==> src/rtl/axi_lite_master.sv <==
`default_nettype none
// ============================================================================
// Module   : axi_lite_master
// Brief    : Single-outstanding AXI4 initiator turning core load/store
//            requests into single-beat read/write transactions.
// Revision : 1.0 - initial release
// ============================================================================
module axi_lite_master #(
   parameter logic [3:0] ID = 4'h0
) (
   input  logic        clk,
   input  logic        rst,
   // core request / response
   input  logic        req_valid,
   output logic        req_ready,
   input  logic        req_wen,
   input  logic [31:0] req_addr,
   input  logic [31:0] req_wdata,
   input  logic [3:0]  req_wstrb,
   output logic        resp_valid,
   input  logic        resp_ready,
   output logic [31:0] resp_rdata,
   output logic        resp_err,
   // AXI read address
   output logic        arvalid,
   input  logic        arready,
   output logic [31:0] araddr,
   output logic [3:0]  arid,
   output logic [7:0]  arlen,
   output logic [2:0]  arsize,
   output logic [1:0]  arburst,
   // AXI read data
   input  logic        rvalid,
   output logic        rready,
   input  logic [31:0] rdata,
   input  logic [1:0]  rresp,
   input  logic [3:0]  rid,
   input  logic        rlast,
   // AXI write address
   output logic        awvalid,
   input  logic        awready,
   output logic [31:0] awaddr,
   output logic [3:0]  awid,
   output logic [7:0]  awlen,
   output logic [2:0]  awsize,
   output logic [1:0]  awburst,
   // AXI write data
   output logic        wvalid,
   input  logic        wready,
   output logic [31:0] wdata,
   output logic [3:0]  wstrb,
   output logic        wlast,
   // AXI write response
   input  logic        bvalid,
   output logic        bready,
   input  logic [1:0]  bresp,
   input  logic [3:0]  bid
);

   typedef enum logic [2:0] {
      IDLE  = 3'd0,
      RADDR = 3'd1,
      RDATA = 3'd2,
      WRITE = 3'd3,
      WRESP = 3'd4,
      RESP  = 3'd5
   } state_t;

   state_t r_state;
   logic   r_aw_done;
   logic   r_w_done;

   logic   w_aw_fire;
   logic   w_w_fire;
   logic   w_aw_complete;
   logic   w_w_complete;
   logic   w_unused;

   // Single-beat, 4-byte, INCR transfers only
   assign arid    = ID;
   assign arlen   = 8'd0;
   assign arsize  = 3'b010;
   assign arburst = 2'b01;
   assign awid    = ID;
   assign awlen   = 8'd0;
   assign awsize  = 3'b010;
   assign awburst = 2'b01;

   assign w_aw_fire     = awvalid & awready;
   assign w_w_fire      = wvalid & wready;
   assign w_aw_complete = r_aw_done | w_aw_fire;
   assign w_w_complete  = r_w_done | w_w_fire;

   // Only the error bit of the response code matters; EXOKAY counts as success
   assign w_unused = &{1'b0, rresp[0], bresp[0]};

   always_ff @(posedge clk or posedge rst) begin
      if (rst) begin
         r_state    <= IDLE;
         r_aw_done  <= 1'b0;
         r_w_done   <= 1'b0;
         req_ready  <= 1'b1;
         resp_valid <= 1'b0;
         resp_rdata <= 32'd0;
         resp_err   <= 1'b0;
         arvalid    <= 1'b0;
         araddr     <= 32'd0;
         rready     <= 1'b0;
         awvalid    <= 1'b0;
         awaddr     <= 32'd0;
         wvalid     <= 1'b0;
         wdata      <= 32'd0;
         wstrb      <= 4'd0;
         wlast      <= 1'b0;
         bready     <= 1'b0;
      end else begin
         case (r_state)
            IDLE: begin
               if (req_valid) begin
                  req_ready <= 1'b0;
                  if (req_wen) begin
                     awvalid   <= 1'b1;
                     awaddr    <= req_addr;
                     wvalid    <= 1'b1;
                     wlast     <= 1'b1;
                     wdata     <= req_wdata;
                     wstrb     <= req_wstrb;
                     r_aw_done <= 1'b0;
                     r_w_done  <= 1'b0;
                     r_state   <= WRITE;
                  end else begin
                     arvalid <= 1'b1;
                     araddr  <= req_addr;
                     r_state <= RADDR;
                  end
               end
            end

            RADDR: begin
               if (arready) begin
                  arvalid <= 1'b0;
                  rready  <= 1'b1;
                  r_state <= RDATA;
               end
            end

            RDATA: begin
               if (rvalid) begin
                  rready     <= 1'b0;
                  resp_valid <= 1'b1;
                  resp_rdata <= rdata;
                  resp_err   <= rresp[1] | (rid != ID) | ~rlast;
                  r_state    <= RESP;
               end
            end

            WRITE: begin
               // AW and W channels retire independently, in any order
               if (w_aw_fire) begin
                  awvalid   <= 1'b0;
                  r_aw_done <= 1'b1;
               end
               if (w_w_fire) begin
                  wvalid   <= 1'b0;
                  wlast    <= 1'b0;
                  r_w_done <= 1'b1;
               end
               if (w_aw_complete && w_w_complete) begin
                  bready  <= 1'b1;
                  r_state <= WRESP;
               end
            end

            WRESP: begin
               if (bvalid) begin
                  bready     <= 1'b0;
                  resp_valid <= 1'b1;
                  resp_rdata <= 32'd0;
                  resp_err   <= bresp[1] | (bid != ID);
                  r_aw_done  <= 1'b0;
                  r_w_done   <= 1'b0;
                  r_state    <= RESP;
               end
            end

            RESP: begin
               if (resp_ready) begin
                  resp_valid <= 1'b0;
                  resp_rdata <= 32'd0;
                  resp_err   <= 1'b0;
                  req_ready  <= 1'b1;
                  r_state    <= IDLE;
               end
            end

            default: begin
               r_state    <= IDLE;
               req_ready  <= 1'b1;
               resp_valid <= 1'b0;
               arvalid    <= 1'b0;
               rready     <= 1'b0;
               awvalid    <= 1'b0;
               wvalid     <= 1'b0;
               wlast      <= 1'b0;
               bready     <= 1'b0;
            end
         endcase
      end
   end

endmodule
`default_nettype wire

==> config.mk <==
export PLATFORM = sky130hd
export DESIGN_NAME = axi_lite_master
export DESIGN_NICKNAME = d
export VERILOG_FILES = /design/src/rtl/axi_lite_master.sv
export SDC_FILE = /design/constraint.sdc
export NUM_CORES = 1
export LEC_CHECK = 0
export CORE_MARGIN = 1
export CORE_UTILIZATION = 25
export CTS_CLUSTER_SIZE = 40
export DETAILED_ROUTE_END_ITERATION = 8
export GPL_TIMING_DRIVEN = 0
export MAX_ROUTING_LAYER = met4
export REMOVE_ABC_BUFFERS = 1
export SLEW_MARGIN = 20
export SYNTH_ARGS = -nofsm -noshare
export SYNTH_HDL_FRONTEND = slang
export SYNTH_SLANG_ARGS = --single-unit
==> constraint.sdc <==
create_clock -name clk -period 6.05 [get_ports clk]
set_input_delay 0.605 -clock clk [delete_from_list [all_inputs] [get_ports clk]]
set_output_delay 0.605 -clock clk [all_outputs]
set_load 0.01 [all_outputs]
==> impl_metrics.env, run 1 <==
export IMPL_h_tree_depth=4
export IMPL_ir_worst_vdd_v=0.000278
export IMPL_crit_path_end_kind="flop"
export IMPL_post_drt_via_cell_ratio=4.21
export IMPL_power_density_nw_per_um2=513
export IMPL_start_kind="flop"
export IMPL_row_count=57
export IMPL_clockBufferDepth=2
export IMPL_fin_area_um2=9780
export IMPL_setup_viol=0
export IMPL_wire_per_inst_um=15.8
export IMPL_cts_resized_gates=0
export IMPL_syn_area_um2=6350
export IMPL_cts_tree="yes"
export IMPL_yosysSeqAreaShare_pct=57.2
export IMPL_fmax_mhz=362
export IMPL_cts_sinks=145
export IMPL_drive_gt1_share_pct=24.2
export IMPL_dr_pass1_iters=4
export IMPL_die_w_um=161
export IMPL_nets=833
export IMPL_slew_violations=0
export IMPL_io_pin_count=298
export IMPL_finalCriticalPeriod_ps=2760
export IMPL_die_h_um=161
export IMPL_grt_max_degree=82
export IMPL_synth_avg_cell_area_um2=14.1
export IMPL_min_from="araddr[20]"
export IMPL_hp_class="flop to flop"
export IMPL_numCtsBuffers=17
export IMPL_fin_util_pct=39.7
export IMPL_worstMarginPinSlew_ps=1010
export IMPL_period_share_pct=45.6
export IMPL_ant_nets=0
export IMPL_clock_latency_ps=420
export IMPL_remaining_drc_errors=0
export IMPL_drtIter0Drc=169
export IMPL_grt_ovfl_total=0
export IMPL_yosysWarnings=0
export IMPL_antenna_cells_inserted=0
export IMPL_post_cts_buffers=0
export IMPL_path_class="flop to flop"
export IMPL_slowest_stage="dfrtp_1"
export IMPL_skew_ps=12.2
export IMPL_worstPathCellList="nand3b_1, a21oi_4, a41oi_4, buf_16, a21bo_2"
export IMPL_routed_wl_um=16500
export IMPL_setup_tns_ps=0
export IMPL_grt_antenna_before_repair=0
export IMPL_area_growth_synth_to_final_pct=54.1
export IMPL_status="completed"
export IMPL_io_buffers=261
export IMPL_coreArea_um2=24600
export IMPL_dp_hpwl_um=11800
export IMPL_crit_start="r_state[2]"
export IMPL_ys_ff_latch=145
export IMPL_rsz0062_at_grt="no"
export IMPL_postCtsHoldBufs=0
export IMPL_total_power_w=0.00502
export IMPL_relSlewSlack_pct=32.2
export IMPL_leakage_nw=4.20
export IMPL_cp_data_arrival_time_ps=3070
export IMPL_reg2reg_from="r_state[2]"
export IMPL_ys_types=44
export IMPL_root_buffer="clkbuf_16"
export IMPL_grt_pass1_wl_um=26000
export IMPL_worstPathRequired_ps=6360
export IMPL_start_util_pct=25.8
export IMPL_clkTransAtPathRegs_ps=70
export IMPL_placed_cell_area_um2=9150
export IMPL_synth_cells=451
export IMPL_cpPeakStageDelay_ps=850
export IMPL_dieArea_um2=26000
export IMPL_num_vias=4409
export IMPL_gp_congestion=0.747
export IMPL_hold_violations=0
export IMPL_crit_fanout=34
export IMPL_maxCapViolations=0
export IMPL_grt_pass1_vias=4487
export IMPL_grt_usage_pct=13.3
export IMPL_hold_ws_ps=484
==> metal layers <==
| layer | GRT usage (%) | wire [um] | part of all wire [%] |
|---|---|---|---|
| met5 | - | 0 | 0 |
| met3 | 3.70 | 933 | 5.6 |
| met2 | 21.6 | 8480 | 51 |
| met4 | 4.12 | 185 | 1.1 |
| met1 | 16.0 | 6940 | 42 |
==> where the power goes <==
group / total, W / leakage (nW) / switching, W / internal [W]
Sequential: 0.00172 / 1.76 / 0.000287 / 0.00143
Combinational: 0.00222 / 2.15 / 0.000841 / 0.00138
Clock: 0.00108 / 0.289 / 0.000444 / 0.000639
==> stage by stage <==
stage               setup slack (ps)  std cells
finish                          3290       1047
global placement                -969       1006
CTS                             3110       1046
floorplan                       1550        421
detailed placement              2840       1014
global route                    3140       1047
==> cell usage in the layout (no fill, tap or decap), types with 4 or more instances in the layout <==
cell type,n
clkdlybuf4s50_1,261
mux2_2,71
o21ai_0,7
nor2_1,5
mux2_4,20
a22o_1,4
a21bo_2,31
a21oi_1,7
nand3_1,34
mux2_1,14
dfrtp_1,144
clkbuf_16,17
inv_6,4
nand2_1,9
conb_1,34
==> cell usage after synthesis (all sizes together) <==
cell type | n | area [um2]
a21o | 2 | 15.0
a21bo | 32 | 320
mux2i | 3 | 30.0
clkbuf | 5 | 20.0
dfstp | 1 | 26.3
a41oi | 1 | 27.5
a32oi | 1 | 8.76
nor2b | 1 | 6.26
nand3b | 3 | 22.5
mux2 | 105 | 1260
nand4b | 1 | 23.8
o21a | 1 | 7.51
nand3 | 34 | 170
nor4 | 1 | 21.3
nand2 | 10 | 40.0
a31o | 1 | 8.76
or4b | 1 | 10.0
a21oi | 8 | 51.3
nand2b | 1 | 6.26
o31ai | 3 | 27.5
o22ai | 2 | 12.5
o22a | 1 | 8.76
dfrtp | 144 | 3600
inv | 5 | 18.8
o21ai | 8 | 40.0
a21boi | 1 | 7.51
a31oi | 3 | 18.8
nor2 | 5 | 18.8
or4 | 1 | 7.51
buf | 57 | 452
conb | 2 | 7.51
a22o | 4 | 35.0
nor3 | 3 | 15.0
==> cell type report <==
class                      count  area [um2]
fill                        2348       14800
sequential                   145        3630
timing repair buffer         270        2770
multi-input combinational    271        2350
clock buffer                  19         453
tap                          324         405
clock inverter                13         151
inverter                       5        26.3
==> sequential cells by signal, indices dropped and copies added (netlist names) <==
name	cells
araddr	32
awaddr	32
resp_rdata	32
wdata	32
wstrb	4
r_state	3
arvalid	1
awvalid	1
bready	1
r_aw_done	1
r_w_done	1
req_ready	1
resp_err	1
resp_valid	1
rready	1
wlast	1
==> final timing paths <==
path,endpoint,slack [ps],cells after the start
setup / recovery,resp_rdata[3],3290,5
hold / removal,araddr[20],480,1
setup reg to reg,resp_rdata[3],3290,5
hold reg to reg,araddr[20],480,1
max in group asynchronous,araddr[1],4630,3
min in group asynchronous,resp_rdata[10],630,2
==> worst max-delay path: cells and delay by family, from the launching register on <==
| kind | cells | cell delay (ps) |
|---|---|---|
| AND/OR/NAND/NOR | 1 | 240 |
| flip-flops | 1 | 850 |
| AO/OA/AOI/OAI | 3 | 1260 |
| buffers and inverters | 1 | 280 |
==> kinds of logic (layout without fill, tap and decap cells) <==
logic type / after synthesis / after routing / share of synthesized area (%)
buf+inv: 67 / 307 / 7.73
simple gates: 61 / 61 / 5.38
other cells: 2 / 34 / 0.118
mux: 108 / 108 / 20.3
compound gates: 68 / 68 / 9.29
flops: 145 / 145 / 57.2
Power figures use the tool's default switching activity.
==> run 2: changes to the inputs <==
clock period = 2.65 ns   (was 6.05 ns; I/O delays follow)
==> run 2 against run 1 <==
Via count rose by 1.5%. First-iteration DRC count grew 15%. Largest power group unchanged. Wire length increased by 4.8%. Critical endpoint is now resp_err. Design area grew 0.14%. Fmax is 13% higher. Worst hold slack got worse by 200 ps. Setup slack got worse by 3100 ps. Sequential power increased by 130%. Largest cell class unchanged.
==> impl_metrics.env, run 2 (synthesis gave the netlist of run 1 again) <==
export IMPL_fmax_mhz=408
export IMPL_ant_nets=0
export IMPL_grt_ovfl_total=0
export IMPL_grt_max_degree=82
export IMPL_antenna_cells_inserted=0
export IMPL_power_switching_w=0.00366
export IMPL_hold_ws_ps=283
export IMPL_grt_use_met3_pct=3.70
export IMPL_regArea_um2=3630
export IMPL_grt_pass1_vias=4559
export IMPL_period_share_pct=92.5
export IMPL_cp_data_arrival_time_ps=2750
export IMPL_switching_share_pct=31.7
export IMPL_num_vias=4473
export IMPL_root_buffer="clkbuf_16"
export IMPL_worst_slack_ps=199
export IMPL_cts_tree="yes"
export IMPL_dp_hpwl_um=11800
export IMPL_finalCriticalPeriod_ps=2450
export IMPL_slew_violations=0
export IMPL_p_seq_share_pct=34.3
export IMPL_post_place_ws_ps=-272
export IMPL_gp_congestion=0.747
export IMPL_routed_wl_um=17300
export IMPL_ir_worst_vdd_v=0.000634
export IMPL_setup_tns_ps=0
export IMPL_drive_gt1_share_pct=24.6
export IMPL_met1_usage_pct=17.4
export IMPL_layout_cells_most_common="clkdlybuf4s50_1"
export IMPL_skew_ps=12.0
export IMPL_fin_area_um2=9790
export IMPL_dieArea_um2=26000
export IMPL_multi_input_area_um2=2380
export IMPL_power_density_nw_per_um2=1180
export IMPL_postCtsHoldBufs=0
export IMPL_busiest_layer="met2"
export IMPL_grt_antenna_before_repair=0
export IMPL_clock_latency_ps=420
export IMPL_wire_per_inst_um=16.5
export IMPL_combPwrFrac_pct=44.2
export IMPL_coreArea_um2=24600
export IMPL_worstMarginPinSlew_ps=911
export IMPL_placed_cell_area_um2=9150
export IMPL_drtIter0Drc=195
export IMPL_start_util_pct=25.8
export IMPL_row_count=57
export IMPL_worstPathCellList="nand3b_1, a21oi_4, a41oi_4, mux2_2"
export IMPL_relSlewSlack_pct=39.3
export IMPL_cts_sinks=145
export IMPL_crit_family="flip-flops"
export IMPL_hold_violations=0
export IMPL_setup_viol=0
export IMPL_clockBufferDepth=2
export IMPL_crit_fanout=21
export IMPL_die_w_um=161
export IMPL_rsz0062_at_grt="no"
export IMPL_power_frac_clock_pct=21.5
export IMPL_maxCapViolations=0
export IMPL_remaining_drc_errors=0
export IMPL_start_kind="flop"
export IMPL_dr_pass1_iters=4
export IMPL_h_tree_depth=4
export IMPL_io_buffers=261
export IMPL_fin_util_pct=39.8
export IMPL_grt_pass1_wl_um=27000
export IMPL_worstPathRequired_ps=2940
export IMPL_nets=835
export IMPL_status="completed"
export IMPL_layout_common_cells="clkdlybuf4s50_1, dfrtp_1, mux2_2, nand3_1, conb_1"
export IMPL_leakage_nw=4.19
export IMPL_hp_class="input pin to async pin"
export IMPL_p_int_w=0.00786
export IMPL_grt_usage_pct=14.0
export IMPL_numCtsBuffers=17
export IMPL_io_pin_count=298
export IMPL_crit_path_end_kind="flop"
export IMPL_grt_met2_usage_pct=22.0
export IMPL_ff2ff_setup_slack_ps=200
export IMPL_post_drt_via_cell_ratio=4.26
export IMPL_path_class="flop to flop"
export IMPL_cpPeakStageDelay_ps=800
export IMPL_nFillCells=2352
export IMPL_area_growth_synth_to_final_pct=54.3
export IMPL_die_h_um=161
export IMPL_crit_buf_inv=0
export IMPL_clkTransAtPathRegs_ps=70
export IMPL_slowest_stage="dfrtp_1"
-- run 2: cell types whose count changed in the layout (fill, tap and decap cells not counted) --
cell / change
a21oi_4: +1
a41oi_2: +1
buf_16: -1
buf_4: +1
dfrtp_1: -1
dfrtp_2: +1
-- run 2: layout make-up --
class                   instances  share of cell area (%)
clock buffers                  19                    4.63
clock inverters                13                    1.55
inverters                       5                   0.268
multi-input cells             273                    24.3
flip-flops and latches        145                    37.1
well taps                     324                    4.14
repair buffers                270                    28.0
-- run 2: what timing repair did --
| action | CTS | global route |
|---|---|---|
| gates cloned | 2 | 0 |
| pin swaps | 1 | 0 |
| buffers inserted | 1 | 0 |
| gates resized for setup | 1 | 1 |
| setup endpoints to repair | 33 | 3 |
-- run 2: per-layer routing --
metal	up-vias	routed length (um)
met3	14	992
met4	0	252
met2	152	8660
met5	-	0
li1	2057	-
met1	2250	7420
-- run 2: power groups by stage --
stage | Clock (W) | Sequential (W) | Combinational, W
after floorplan | 0 | 0.00440 | 0.00180
after global placement | 0 | 0.00391 | 0.00504
after detailed placement | 0 | 0.00396 | 0.00509
after CTS | 0.00256 | 0.00395 | 0.00517
after global routing | 0.00266 | 0.00410 | 0.00543
final | 0.00247 | 0.00395 | 0.00509
-- run 2: worst register-to-register path: cells and delay by family (launching register included) --
family / cells / cell delay, ps
AO/OA/AOI/OAI: 2 / 770
flip-flops: 1 / 800
multiplexers: 1 / 410
AND/OR/NAND/NOR: 1 / 370
-- run 2: path summary, 6_finish.rpt --
path	from	endpoint	depth (start not counted)
setup / recovery	r_state[1]	resp_err	4
hold / removal	rst	resp_rdata[10]	2
setup reg to reg	r_state[1]	resp_err	4
hold reg to reg	araddr[20]	araddr[20]	1
max in group asynchronous	rst	araddr[1]	3
min in group clk	req_wdata[24]	wdata[24]	2
-- run 2: through the flow --
| stage | total power (W) | std cells |
|---|---|---|
| floorplan | 0.00619 | 421 |
| global placement | 0.00895 | 1006 |
| detailed placement | 0.00905 | 1014 |
| CTS | 0.0117 | 1049 |
| global route | 0.0122 | 1049 |
| finish | 0.0115 | 1049 |
==> run 3: changes to the inputs <==
CAP_MARGIN = 20   (was default)
RECOVER_POWER = 100   (was default)
==> run 3 against run 2 <==
Utilization decreased by 0.37 points. Fmax fell by 1.6%. Critical path type unchanged. Cell count unchanged. Register-to-register slack got worse by 40 ps. Worst hold slack gained 150 ps. Critical endpoint unchanged. Sequential power shrank 2%.
==> impl_metrics.env, run 3 (synthesis gave the netlist of run 1 again) <==
export IMPL_setup_viol=0
export IMPL_path_class="flop to flop"
export IMPL_ant_nets=0
export IMPL_cts_tree="yes"
export IMPL_drtIter0Drc=194
export IMPL_regArea_um2=3630
export IMPL_fmax_mhz=402
export IMPL_skew_ps=11.8
export IMPL_post_place_ws_ps=-272
export IMPL_wire_per_inst_um=16.4
export IMPL_rsz0062_at_grt="no"
export IMPL_dp_cells=1014
export IMPL_hold_ws_ps=436
export IMPL_io_buffers=261
export IMPL_row_count=57
export IMPL_relSlewSlack_pct=4.05
export IMPL_dp_hpwl_um=11800
export IMPL_worstPathRequired_ps=2940
export IMPL_grt_usage_pct=14.0
export IMPL_worst_slack_ps=161
export IMPL_start_kind="flop"
export IMPL_grt_antenna_before_repair=0
export IMPL_post_drt_via_cell_ratio=4.26
export IMPL_multi_input_area_um2=2310
export IMPL_ir_worst_vdd_v=0.000603
export IMPL_dieArea_um2=26000
export IMPL_remaining_drc_errors=0
export IMPL_hp_class="input pin to flop"
export IMPL_io_pin_count=298
export IMPL_routed_wl_um=17200
export IMPL_leakage_nw=4.24
export IMPL_nets=835
export IMPL_num_vias=4466
export IMPL_total_power_w=0.0110
export IMPL_antenna_cells_inserted=0
export IMPL_maxCapViolations=0
export IMPL_nFillCells=2376
export IMPL_clock_latency_ps=420
export IMPL_finalCriticalPeriod_ps=2490
export IMPL_start_util_pct=25.8
export IMPL_postCtsHoldBufs=0
export IMPL_clockBufferDepth=2
export IMPL_grt_pass1_vias=4559
export IMPL_status="completed"
export IMPL_layout_cells_most_common="dfrtp_1"
export IMPL_grt_pass1_wl_um=27000
export IMPL_period_share_pct=93.9
export IMPL_drive_gt1_share_pct=22.2
export IMPL_grt_ovfl_total=0
export IMPL_crit_path_end_kind="flop"
export IMPL_dr_pass1_iters=4
export IMPL_die_w_um=161
export IMPL_cp_data_arrival_time_ps=2780
export IMPL_power_density_nw_per_um2=1130
export IMPL_clkTransAtPathRegs_ps=70
export IMPL_root_buffer="clkbuf_16"
export IMPL_die_h_um=161
export IMPL_worstMarginPinSlew_ps=1440
export IMPL_final_cell_count_no_fill=1049
export IMPL_cts_sinks=145
export IMPL_layout_common_cells="dfrtp_1, dlygate4sd3_1, clkdlybuf4s50_1, mux2_2"
export IMPL_h_tree_depth=4
export IMPL_gp_congestion=0.747
export IMPL_grt_max_degree=82
export IMPL_crit_fanout=21
export IMPL_coreArea_um2=24600
export IMPL_area_growth_synth_to_final_pct=52.9
export IMPL_hold_violations=0
export IMPL_numCtsBuffers=17
export IMPL_slew_violations=0
## run 3: cell count changes in the layout (fill, tap and decap cells not counted), moves of 2 or more
| cell | previous run | this run |
|---|---|---|
| clkdlybuf4s50_1 | 261 | 119 |
| mux2_4 | 20 | 5 |
| dlygate4sd3_1 | 0 | 142 |
| buf_4 | 3 | 1 |
| mux2_1 | 14 | 29 |
| clkbuf_2 | 0 | 2 |
## run 3: area by class of cell
cell class              instances  share of cell area (%)
repair buffers                270                    28.1
flip-flops and latches        145                    37.4
well taps                     324                    4.18
inverters                       5                   0.232
clock inverters                13                    1.56
clock buffers                  19                    4.67
multi-input cells             273                    23.9
## run 3: final timing paths
check | from | to | slack, ps | depth (start not counted)
worst max-delay path | r_state[1] | resp_err | 160 | 4
worst min-delay path | req_wdata[9] | wdata[9] | 440 | 2
worst max register to register | r_state[1] | resp_err | 160 | 4
worst min register to register | araddr[20] | araddr[20] | 480 | 1
max in group asynchronous | rst | araddr[1] | 580 | 3
min in group asynchronous | rst | resp_rdata[10] | 700 | 2
## run 3: layer usage
metal	part of all wire, %	up-vias	global-route usage (%)
li1	-	2061	-
met1	44	2243	17.4
met2	50	148	22.0
met3	5.2	14	3.70
met4	1.5	0	4.50
met5	0	-	-
## run 3: metrics by stage
stage / area [um2] / TNS (ps) / util (%)
final: 9700 / 0 / 39.4
after global routing: 9700 / 0 / 39.4
after CTS: 9790 / 0 / 39.8
after detailed placement: 9150 / -6190 / 37.2
after global placement: 9010 / -652110 / 36.6
after floorplan: 5990 / -217590 / -
## run 3: critical path: stages, from the launching register on
cell and delay (ps):
dfrtp_1 800, nand3b_1 350, a21oi_2 200, a41oi_4 620, mux2_2 400
## run 3: power breakdown
group	switching, W	total (W)	internal, W
Sequential	0.000621	0.00389	0.00327
Combinational	0.00195	0.00459	0.00264
Clock	0.00101	0.00247	0.00146
Total	0.00358	0.0110	0.00737
## run 3: timing repair
action | 4_1_cts | 5_1_grt
setup buffers | 1 | 0
cloned | 2 | 0
endpoints found under the setup margin | 33 | 3
pin swaps | 1 | 0
resized for setup | 1 | 1
